### src/rtl/elevador_pkg.sv
`timescale 1ns/1ps
`default_nettype none
// +----------------------------------------------------------------------+
// | elevador_pkg: shared constants for the cabin occupancy display        |
// | Revision: 1.0                                                         |
// +----------------------------------------------------------------------+
package elevador_pkg;

  localparam int CONT_W = 4;

  localparam logic [6:0] SEG_APAGADO = 7'b1111111;

  // Active-low segments, bit 6 = a ... bit 0 = g
  localparam logic [6:0] SEG_DIGITO [0:9] = '{
    7'b0000001, 7'b1001111, 7'b0010010, 7'b0000110, 7'b1001100,
    7'b0100100, 7'b0100000, 7'b0001111, 7'b0000000, 7'b0000100
  };

  function automatic logic [6:0] seg_digito(input logic [CONT_W-1:0] d);
    logic [6:0] s;
    s = SEG_APAGADO;
    if (d <= CONT_W'(9)) s = SEG_DIGITO[d];
    return s;
  endfunction

endpackage
`default_nettype wire

### src/rtl/filtro_sensor.sv
`timescale 1ns/1ps
`default_nettype none
// +----------------------------------------------------------------------+
// | filtro_sensor: 2-flop sync, debounce and rising-edge event pulse      |
// | Revision: 1.0                                                         |
// +----------------------------------------------------------------------+
module filtro_sensor #(
  parameter int DEBOUNCE_CYCLES = 4
) (
  input  logic clk,
  input  logic rst_n,
  input  logic sensor_i,
  output logic evento_o
);

  localparam int               CNT_W   = (DEBOUNCE_CYCLES > 1) ? $clog2(DEBOUNCE_CYCLES) : 1;
  localparam logic [CNT_W-1:0] CNT_FIM = CNT_W'(DEBOUNCE_CYCLES - 1);

  logic             sinc1_q, sinc2_q;
  logic [1:0]       valido_q, valido_d;
  logic             nivel_q, nivel_d, nivel_ant_q;
  logic             pulso_q, pulso_d;
  logic             armado_q, armado_d;
  logic [CNT_W-1:0] cnt_q, cnt_d, arm_cnt_q, arm_cnt_d;

  always_comb begin
    nivel_d   = nivel_q;
    cnt_d     = '0;
    armado_d  = armado_q;
    arm_cnt_d = arm_cnt_q;
    valido_d  = {valido_q[0], 1'b1};
    pulso_d   = nivel_q & ~nivel_ant_q & armado_q;

    if (sinc2_q != nivel_q) begin
      if (cnt_q == CNT_FIM) nivel_d = ~nivel_q;
      else                  cnt_d   = cnt_q + CNT_W'(1);
    end

    // Edges only count once the line has been seen genuinely low after reset,
    // so a beam still blocked across a reset is not counted as a new person.
    if (!armado_q && valido_q[1]) begin
      if (sinc2_q)                    arm_cnt_d = '0;
      else if (arm_cnt_q == CNT_FIM)  armado_d  = 1'b1;
      else                            arm_cnt_d = arm_cnt_q + CNT_W'(1);
    end
  end

  always_ff @(posedge clk or negedge rst_n) begin
    if (!rst_n) begin
      sinc1_q     <= 1'b0;
      sinc2_q     <= 1'b0;
      valido_q    <= '0;
      nivel_q     <= 1'b0;
      nivel_ant_q <= 1'b0;
      pulso_q     <= 1'b0;
      armado_q    <= 1'b0;
      cnt_q       <= '0;
      arm_cnt_q   <= '0;
    end else begin
      sinc1_q     <= sensor_i;
      sinc2_q     <= sinc1_q;
      valido_q    <= valido_d;
      nivel_q     <= nivel_d;
      nivel_ant_q <= nivel_q;
      pulso_q     <= pulso_d;
      armado_q    <= armado_d;
      cnt_q       <= cnt_d;
      arm_cnt_q   <= arm_cnt_d;
    end
  end

  assign evento_o = pulso_q;

endmodule
`default_nettype wire

### src/rtl/display_ocupacao.sv
`timescale 1ns/1ps
`default_nettype none
// +----------------------------------------------------------------------+
// | display_ocupacao: cabin occupancy counter with capacity/overload flags|
// | and a blinking active-low 7-segment digit. Revision: 1.0              |
// +----------------------------------------------------------------------+
module display_ocupacao
  import elevador_pkg::*;
#(
  parameter int MAX_PESSOAS     = 6,
  parameter int DEBOUNCE_CYCLES = 4,
  parameter int BLINK_CYCLES    = 8
) (
  input  logic              clk,
  input  logic              rst_n,
  input  logic              sensor_entrada,
  input  logic              sensor_saida,
  input  logic              porta_aberta,
  input  logic              zerar,
  output logic [CONT_W-1:0] contagem,
  output logic              lotado,
  output logic              excesso,
  output logic [6:0]        seg
);

  localparam logic [CONT_W-1:0] CONT_MAX = CONT_W'(MAX_PESSOAS);
  localparam int                BLK_W    = $clog2(BLINK_CYCLES);
  localparam logic [BLK_W-1:0]  BLK_FIM  = BLK_W'(BLINK_CYCLES - 1);
  localparam logic [BLK_W-1:0]  BLK_MEIO = BLK_W'(BLINK_CYCLES / 2);

  logic              ev_entrada, ev_saida;
  logic [CONT_W-1:0] cont_q, cont_d;
  logic              lot_q, lot_d;
  logic              exc_q, exc_d;
  logic [BLK_W-1:0]  pisca_q, pisca_d;
  logic [6:0]        seg_q, seg_d;

  filtro_sensor #(.DEBOUNCE_CYCLES(DEBOUNCE_CYCLES)) u_filtro_entrada (
    .clk      (clk),
    .rst_n    (rst_n),
    .sensor_i (sensor_entrada),
    .evento_o (ev_entrada)
  );

  filtro_sensor #(.DEBOUNCE_CYCLES(DEBOUNCE_CYCLES)) u_filtro_saida (
    .clk      (clk),
    .rst_n    (rst_n),
    .sensor_i (sensor_saida),
    .evento_o (ev_saida)
  );

  always_comb begin
    cont_d = cont_q;
    exc_d  = exc_q;
    if (zerar) begin
      cont_d = '0;
      exc_d  = 1'b0;
    end else if (porta_aberta) begin
      if (ev_entrada && !ev_saida) begin
        if (cont_q >= CONT_MAX) exc_d  = 1'b1;
        else                    cont_d = cont_q + CONT_W'(1);
      end else if (ev_saida && !ev_entrada && cont_q != '0) begin
        cont_d = cont_q - CONT_W'(1);
        exc_d  = 1'b0;
      end
    end
    lot_d = (cont_d == CONT_MAX);

    pisca_d = '0;
    if (exc_q) pisca_d = (pisca_q == BLK_FIM) ? '0 : pisca_q + BLK_W'(1);

    seg_d = (exc_q && pisca_q >= BLK_MEIO) ? SEG_APAGADO : seg_digito(cont_q);
  end

  always_ff @(posedge clk or negedge rst_n) begin
    if (!rst_n) begin
      cont_q  <= '0;
      lot_q   <= 1'b0;
      exc_q   <= 1'b0;
      pisca_q <= '0;
      seg_q   <= SEG_DIGITO[0];
    end else begin
      cont_q  <= cont_d;
      lot_q   <= lot_d;
      exc_q   <= exc_d;
      pisca_q <= pisca_d;
      seg_q   <= seg_d;
    end
  end

  assign contagem = cont_q;
  assign lotado   = lot_q;
  assign excesso  = exc_q;
  assign seg      = seg_q;

endmodule
`default_nettype wire

### config.mk
export PLATFORM = sky130hd
export DESIGN_NAME = display_ocupacao
export DESIGN_NICKNAME = d
export VERILOG_FILES = /design/src/rtl/elevador_pkg.sv /design/src/rtl/filtro_sensor.sv /design/src/rtl/display_ocupacao.sv
export SDC_FILE = /design/constraint.sdc
export NUM_CORES = 1
export LEC_CHECK = 0
export CORE_MARGIN = 3
export CORE_UTILIZATION = 58
export DETAILED_ROUTE_END_ITERATION = 10
export PLACE_DENSITY = 0.85
export SLEW_MARGIN = 20
export SYNTH_ARGS = -nofsm -noshare
export SYNTH_HDL_FRONTEND = slang
export SYNTH_SLANG_ARGS = --single-unit
### constraint.sdc
create_clock -name clk -period 4.75 [get_ports clk]
set_clock_uncertainty 0.05 [all_clocks]
set_input_delay 0.95 -clock clk [delete_from_list [all_inputs] [get_ports clk]]
set_output_delay 0.95 -clock clk [all_outputs]
set_load 0.01 [all_outputs]
==> impl_metrics.yaml, run 1 <==
floorplan:
  start_util_pct: 64.0
  die_y_um: 59.4
  die_w_um: 59.4
  fp-row-count: 18
  die_area_sq_um: 3530
  core-area_sq_um: 2590
  ios: 19
detailed_routing:
  vias: 1110
  ant_nets: 0
  dr_wl_met2_um: 1440
  wl_met1_um: 1210
  firstDrtPassIters: 4
  drt_first_iter_violations: 70
  drc: 0
  wl_met3_um: 174
  totalWireLength_um: 2880
  viasPerCell: 5.66
  highest_layer: "met4"
  wl_per_cell_um: 14.7
global_route:
  grt_pass1_vias: 1164
  gr-total-overflow: 0
  grt_pass1_wl_um: 5040
  grt_usage_pct: 19.6
  antenna_found_initial: 0
  grt_max_degree: 39
power:
  p_leak_uw: 0.000903
  pwr-share-comb_pct: 33.0
  pwr-share-clk_pct: 19.1
  power_uw: 1030
  p_per_area_nw_per_um2: 530
  irDropWorstVdd_v: 0.000421
  switching_share_pct: 32.7
  power.internal_uw: 692
  seqPwrFrac_pct: 47.8
  switchingPower_uw: 337
critical_path:
  startpoint_type: "flip-flop"
  crit_family: "flip-flops"
  reg2reg_setup_slack_ns: 2.72
  worstReg2RegEnd: "lotado"
  crit_type: "flip-flop to output pin"
  r2r.worst_path.cells: 6
  cp_cell_sequence: "clkdlybuf4s50_1"
  slowest_delay_ns: 0.70
  end_kind: "output pin"
  cp_max_fo: 15
  reg2reg_from: "contagem[1]"
  crit_arrival_ns: 1.67
  crit_slowest_cell: "dfrtp_1"
  cp.buffers_inverters: 1
  critPathRequiredTime_ns: 3.75
clocking:
  cts.path.max_buffers: 2
  clock-sinks: 38
  cts_hold_buf: 0
  worstSkewPairLatency_ns: 0.33
  cts_buffers: 5
  cts_tree: "built"
  h-tree-depth: 2
  clkSlewWorstSetupHoldPaths_ns: 0.10
  cts_root_buffer: "clkbuf_4"
  cts_resized: 0
  post_cts.repair.setup_buffers: 0
timing:
  hold_viol: 0
  fin_crit_sh_pct: 56.2
  worst_slew_pin_slew_ns: 0.543
  layout_min_cycle_time_ns: 2.67
  fmax_ghz: 0.374
  rsz0062_at_grt: "no"
  setup_viol: 0
  setup_tns_ns: 0
  relSlewSlack_pct: 63.8
  drv_slew: 0
placement:
  port_buffers: 18
  place_congestion: 0.956
  hpwlAfterDp_um: 2130
logic_synthesis:
  syn_inst: 141
  yosys_warnings: 0
  synth_nets: 157
  synth_top_cells_by_area: "dfrtp_1 (56%), ha_1 (7.6%), o21ai_0 (3.0%), nand2_1 (2.9%), a21oi_1 (2.7%)"
  avgSynthCellArea_sq_um: 11.7
  netlist_area_sq_um: 1660
  yosys.area.top_type_share_pct: 55.9
  yosys.cell_types.count: 36
  ys_ff_latch: 38
  synth-seq-area-share_pct: 57.5
  synth_top_area_cell: "dfrtp_1"
min_path:
  hold_depth: 0
  hp-start: "u_filtro_entrada.sinc1_q"
  min_to: "u_filtro_entrada.sinc2_q"
  min_path_type: "flip-flop to flip-flop"
layout:
  fin_util_pct: 74.8
  nets: 181
  syn2layout_area_growth_pct: 17.0
  antennaDiodeCount: 0
  drive_gt1_share_pct: 13.3
  fillers: 169
flow_run:
  cap_viol_max_count: 0
outcome:
  status: "finished clean"
area by class of cell:
type	instances	area (sq um)	area share, %
well taps	30	37.5	1.94
clock buffers	8	78.8	4.07
flip-flops and latches	38	952	49.1
multi-input cells	97	667	34.4
repair buffers	19	188	9.68
inverters	4	15.0	0.775
per-layer routing:
metal	track usage [%]	vias up
li1	-	539
met1	23.2	526
met2	32.6	38
met3	4.79	7
met4	10.7	0
met5	0	-
metrics by stage:
step                setup WS (ns)  std cells  area, sq um  hold WS, ns
finish                       2.08        196         1940        0.307
global route                 1.98        196         1940        0.325
CTS                          2.09        196         1940        0.310
detailed placement           2.21        188         1860        0.286
global placement             2.29        188         1860        0.282
floorplan                    2.85        141         1660        0.281
state kept, by name, indices dropped and copies added, names as in the netlist, 2 cells and up:
register	flops
seg	7
pisca_q	3
contagem	4
u_filtro_entrada.arm_cnt_q	2
u_filtro_saida.arm_cnt_q	2
u_filtro_entrada.cnt_q	2
u_filtro_saida.cnt_q	2
logic make-up after synthesis:
| logic type | share of synthesized area [%] |
|---|---|
| muxes | 1.36 |
| DFF | 57.5 |
| AOI/OAI and AO/OA | 11.4 |
| buffers and inverters | 2.27 |
| other | 0.226 |
| and+or+nand+nor | 16.6 |
| adders and majority gates | 7.55 |
| xor gates and xnor gates | 3.10 |
synth_stat cells:
master,number
o32ai_1,1
and2b_2,2
nor3b_1,3
a22oi_2,1
a31o_2,1
and4b_1,1
a21oi_1,9
o21bai_1,3
dfrtp_1,37
a211o_1,1
o221ai_1,1
buf_6,2
o31ai_1,1
xor2_2,1
conb_1,1
and3b_1,1
nor2_4,1
nor2_1,9
dfstp_2,1
nor3_2,1
nand2b_1,3
and2_1,2
inv_1,4
nand2_1,13
mux2_2,2
ha_1,10
and3_2,1
a21oi_2,1
nor3_1,5
nand4_1,1
nor2b_1,3
nand2b_2,1
a22oi_1,1
xnor2_1,4
o21ai_0,10
nand3b_1,2
worst max-delay path by stage:
stage	end	depth (start not counted)	start
2_1_floorplan	lotado	5	porta_aberta
3_3_place_gp	lotado	6	porta_aberta
3_5_place_dp	lotado	6	porta_aberta
4_1_cts	contagem[2]	1	contagem[2]
5_1_grt	contagem[2]	1	contagem[2]
6_report	contagem[2]	1	contagem[2]
power by group through the flow:
| stage | Combinational [uW] | Clock [uW] | Sequential [uW] |
|---|---|---|---|
| after floorplan | 225 | 0 | 486 |
| after global placement | 316 | 0 | 489 |
| after detailed placement | 339 | 0 | 497 |
| after CTS | 342 | 201 | 491 |
| after global routing | 385 | 217 | 505 |
| final | 339 | 197 | 492 |
layout by cell type (no fill, tap or decap), types with 2 or more instances in the layout:
master and n:
dfrtp_1 37, clkdlybuf4s50_1 18, nand2_1 13, o21ai_0 10, ha_1 10, nor2_1 9, a21oi_1 9, nor3_1 5
clkbuf_4 5, inv_1 4, xnor2_1 4, nand2b_1 3, o21bai_1 3, nor2b_1 3, nor3b_1 3, clkbuf_8 3
and2b_2 2, nand3b_1 2, and2_1 2, mux2_2 2
No activity file was read; power rests on OpenSTA's default activity.
==> inputs of run 2 (changes only) <==
CORE_UTILIZATION = 54   (was 58)
PLACE_DENSITY = 0.8   (was 0.85)
clock period = 2.7 ns   (was 4.75 ns; I/O delays follow)
==> run 2 against run 1 <==
Compared with the run above:
- utilization shrank 7.4 points
- combinational power rose by 74%
- sequential cell count did not move
- first-iteration DRC count shrank 51%
- largest power group unchanged
- non-clock buffer count is 1 lower
- worst setup slack worse by 1.6 ns
- global-route usage fell by 2.0 points
- sequential share of layout area increased by 0.77 points
- cell count unchanged
- register-to-register slack worse by 2.0 ns
- die area is 6.6% higher
- worst hold slack got worse by 0.080 ns
==> impl_metrics.yaml, run 2 (synthesis gave the netlist of run 1 again) <==
layout:
  mostFrequentLayoutCells: "dfrtp_1 (37), clkdlybuf4s50_1 (17), nand2_1 (13)"
  fillers: 224
  antennaDiodeCount: 0
  drive_gt1_share_pct: 12.7
  largest_reg_flops: 7
  fin_area_sq_um: 1910
  syn2layout_area_growth_pct: 15.2
  final_common_cell: "dfrtp_1"
  final_cells: 196
  nets: 180
clocking:
  post_cts.repair.setup_buffers: 0
  clock-sinks: 38
  cts_tree: "built"
  cts_buffers: 5
  cts.path.max_buffers: 2
  cts_hold_buf: 0
  h-tree-depth: 2
  worstSkewPairLatency_ns: 0.34
  cts_resized: 0
  clkSlewWorstSetupHoldPaths_ns: 0.10
  cts_root_buffer: "clkbuf_4"
outcome:
  status: "finished clean"
global_route:
  grt_usage_pct: 17.6
  grt_pass1_wl_um: 4710
  grt_max_degree: 39
  grt_pass1_vias: 1109
  antenna_found_initial: 0
  gr-total-overflow: 0
timing:
  layout_min_cycle_time_ns: 2.26
  drv_slew: 0
  setup_viol: 0
  rsz0062_at_grt: "no"
  fin_crit_sh_pct: 83.7
  setup_tns_ns: 0
  fmax_ghz: 0.442
  worst_slew_pin_slew_ns: 0.810
  setup_slack_ns: 0.440
  hold_viol: 0
  relSlewSlack_pct: 46.0
floorplan:
  ios: 19
  fp-row-count: 19
  die_w_um: 61.4
  core-area_sq_um: 2830
  start_util_pct: 58.6
  die_area_sq_um: 3770
  die_y_um: 61.4
placement:
  place_congestion: 0.933
  hpwlAfterDp_um: 1990
  dp_slack_ns: 0.581
  place_area_sq_um: 1850
  dp_cells: 188
  port_buffers: 18
power:
  power_uw: 1760
  p_leak_uw: 0.000889
  seqPwrFrac_pct: 49.1
  irDropWorstVdd_v: 0.000470
  switching_share_pct: 33.8
  p_per_area_nw_per_um2: 921
  power.internal_uw: 1160
  pwr-share-comb_pct: 33.5
  pwr-share-clk_pct: 17.3
  switchingPower_uw: 593
critical_path:
  cp_cell_sequence: "clkdlybuf4s50_1"
  cp_max_fo: 15
  cp.buffers_inverters: 1
  worstReg2RegEnd: "lotado"
  crit_end: "contagem[2]"
  startpoint_type: "flip-flop"
  r2r.worst_path.cells: 6
  crit_arrival_ns: 1.67
  crit_cells: 1
  crit_type: "flip-flop to output pin"
  cp-startpoint: "contagem[2]"
  reg2reg_setup_slack_ns: 0.73
  crit_family: "flip-flops"
  end_kind: "output pin"
  reg2reg_from: "contagem[1]"
  crit_slowest_cell: "dfrtp_1"
  critPathRequiredTime_ns: 2.11
  slowest_delay_ns: 0.69
detailed_routing:
  wl_per_cell_um: 14.3
  ant_nets: 0
  firstDrtPassIters: 4
  drt_first_iter_violations: 34
  vias: 1086
  totalWireLength_um: 2790
  drc: 0
  viasPerCell: 5.54
flow_run:
  cap_viol_max_count: 0
min_path:
  min_path_type: "input port to asynchronous set/reset pin"
-- run 2: cell type report --
class / count / area, sq um / area share, %
flip-flops and latches: 38 / 952 / 49.9
repair buffers: 18 / 175 / 9.18
inverters: 4 / 15.0 / 0.787
clock inverters: 1 / 5.00 / 0.262
multi-input cells: 97 / 667 / 35.0
clock buffers: 7 / 55.1 / 2.89
well taps: 31 / 38.8 / 2.03
-- run 2: power by group through the flow --
stage               clock network [uW]  registers, uW  logic [uW]
floorplan                            0            856         396
global placement                     0            858         558
detailed placement                   0            871         592
CTS                                311            862         596
global route                       342            884         656
finish                             304            863         589
-- run 2: metrics by stage --
step	hold slack (ns)	utilization [%]
finish	0.227	67.4
global route	0.277	67.4
CTS	0.248	67.4
detailed placement	0.287	65.3
global placement	0.283	65.3
floorplan	0.194	-
-- run 2: worst reg2reg max path, stage by stage (launching register included) --
cell	delay, ns
dfrtp_1	0.53
inv_1	0.14
ha_1	0.31
a21oi_2	0.29
o221ai_1	0.17
a22oi_2	0.18
and4b_1	0.21
-- run 2: per-layer routing --
layer,part of all wire (%),vias up,global-route usage (%)
li1,-,532,-
met4,1.8,0,7.27
met3,4.7,7,6.29
met1,43,528,17.9
met2,50,19,32.6
met5,0,-,0
-- run 2: how the worst min path moves through the flow --
stage | from | endpoint | slack [ns] | depth (start not counted)
global route | rst_n | pisca_q[1] | 0.28 | 1
floorplan | rst_n | contagem[0] | 0.19 | 0
detailed placement | u_filtro_saida.sinc1_q | u_filtro_saida.sinc2_q | 0.29 | 0
CTS | rst_n | seg[4] | 0.25 | 1
global placement | u_filtro_saida.valido_q[0] | u_filtro_entrada.valido_q[1] | 0.28 | 0
finish | rst_n | seg[4] | 0.23 | 1
==> inputs of run 3 (changes only) <==
clock period = 2.4 ns   (was 2.7 ns; I/O delays follow)
==> run 3 against run 2 <==
Compared with the run above:
- via count shrank 0.18%
- worst setup slack lost 0.24 ns
- die area is the same
- sequential cell count is the same
- largest cell class unchanged
==> impl_metrics.yaml, run 3 (synthesis gave the netlist of run 1 again) <==
floorplan:
  die_area_sq_um: 3770
  ios: 19
  fp-row-count: 19
  start_util_pct: 58.6
  core-area_sq_um: 2830
  die_y_um: 61.4
  die_w_um: 61.4
global_route:
  grt_pass1_vias: 1114
  grt_usage_pct: 17.4
  grt_max_degree: 39
  gr-usage-met3_pct: 4.40
  grt_pass1_wl_um: 4640
  grt_util_met2_pct: 32.0
  use_met1_pct: 17.3
  grt-busiest-layer: "met2"
  antenna_found_initial: 0
  gr-total-overflow: 0
power:
  p_leak_uw: 0.000889
  power_uw: 1960
  p_per_area_nw_per_um2: 1030
  irDropWorstVdd_v: 0.000532
detailed_routing:
  ant_nets: 0
  drt_first_iter_violations: 28
  drc: 0
  firstDrtPassIters: 4
  vias: 1084
  wl_per_cell_um: 13.9
  viasPerCell: 5.53
  totalWireLength_um: 2720
critical_path:
  crit_slowest_cell: "dfrtp_1"
  cp_max_fo: 15
  cp.buffers_inverters: 1
  end_kind: "output pin"
  crit_arrival_ns: 1.67
  crit_type: "flip-flop to output pin"
  startpoint_type: "flip-flop"
  reg2reg_setup_slack_ns: 0.46
  cp_cell_sequence: "clkdlybuf4s50_1"
  crit_family: "flip-flops"
  slowest_delay_ns: 0.69
  critPathRequiredTime_ns: 1.87
layout:
  nets: 180
  fillers: 233
  mostFrequentLayoutCells: "dfrtp_1 (37), clkdlybuf4s50_1 (17), nand2_1 (13)"
  largest_reg_flops: 7
  drive_gt1_share_pct: 12.7
  multi_input_area_sq_um: 667
  antennaDiodeCount: 0
  syn2layout_area_growth_pct: 15.2
  fin_area_sq_um: 1910
  final_common_cell: "dfrtp_1"
  register_area_sq_um: 952
clocking:
  cts.path.max_buffers: 2
  cts_root_buffer: "clkbuf_4"
  h-tree-depth: 2
  cts_tree: "built"
  cts_hold_buf: 0
  post_cts.repair.setup_buffers: 0
  clock-sinks: 38
  cts_resized: 0
  worstSkewPairLatency_ns: 0.34
  clkSlewWorstSetupHoldPaths_ns: 0.10
  cts_buffers: 5
timing:
  hold_viol: 0
  relSlewSlack_pct: 46.8
  worst_slew_pin_slew_ns: 0.799
  fmax_ghz: 0.454
  setup_tns_ns: 0
  rsz0062_at_grt: "no"
  drv_slew: 0
  layout_min_cycle_time_ns: 2.20
  fin_crit_sh_pct: 91.8
  setup_viol: 0
placement:
  place_congestion: 0.933
  place_area_sq_um: 1850
  hpwlAfterDp_um: 1990
  port_buffers: 18
outcome:
  status: "finished clean"
flow_run:
  cap_viol_max_count: 0
min_path:
  min_path_type: "input port to asynchronous set/reset pin"
-- run 3: cell counts in the layout (fill, tap and decap cells not counted) --
No cell type changed its count.
-- run 3: area by class of cell --
cell class / instances / area share (%)
Clock buffer: 7 / 2.89
Inverter: 4 / 0.787
Clock inverter: 1 / 0.262
Sequential cell: 38 / 49.9
Timing Repair Buffer: 18 / 9.18
Multi-Input combinational cell: 97 / 35.0
Tap cell: 31 / 2.03
-- run 3: metrics by stage --
step / setup WS, ns / std cells / utilization, % / hold WS (ns)
after detailed placement: 0.339 / 188 / 65.3 / 0.287
final: 0.196 / 196 / 67.4 / 0.168
after global placement: 0.402 / 188 / 65.3 / 0.283
after CTS: 0.198 / 196 / 67.4 / 0.184
after floorplan: 0.635 / 141 / - / 0.134
after global routing: 0.101 / 196 / 67.4 / 0.216
-- run 3: worst paths after layout --
| path | from | end | depth (start not counted) |
|---|---|---|---|
| worst max-delay path | contagem[2] | contagem[2] | 1 |
| worst min-delay path | rst_n | seg[4] | 1 |
| worst max register to register | contagem[1] | lotado | 6 |
| worst min register to register | u_filtro_entrada.sinc1_q | u_filtro_entrada.sinc2_q | 0 |
| max in group asynchronous | rst_n | u_filtro_saida.cnt_q[0] | 1 |
| min in group clk | u_filtro_entrada.sinc1_q | u_filtro_entrada.sinc2_q | 0 |
-- run 3: power by group --
group | internal [uW] | total [uW] | switching [uW]
clock | 142 | 335 | 193
combinational | 346 | 657 | 311
sequential | 820 | 966 | 146
-- run 3: metal layers --
layer | up-vias | share of wire (%)
met1 | 521 | 43
met5 | - | 0
met2 | 22 | 50
met4 | 0 | 3.3
li1 | 531 | -
met3 | 10 | 4.0
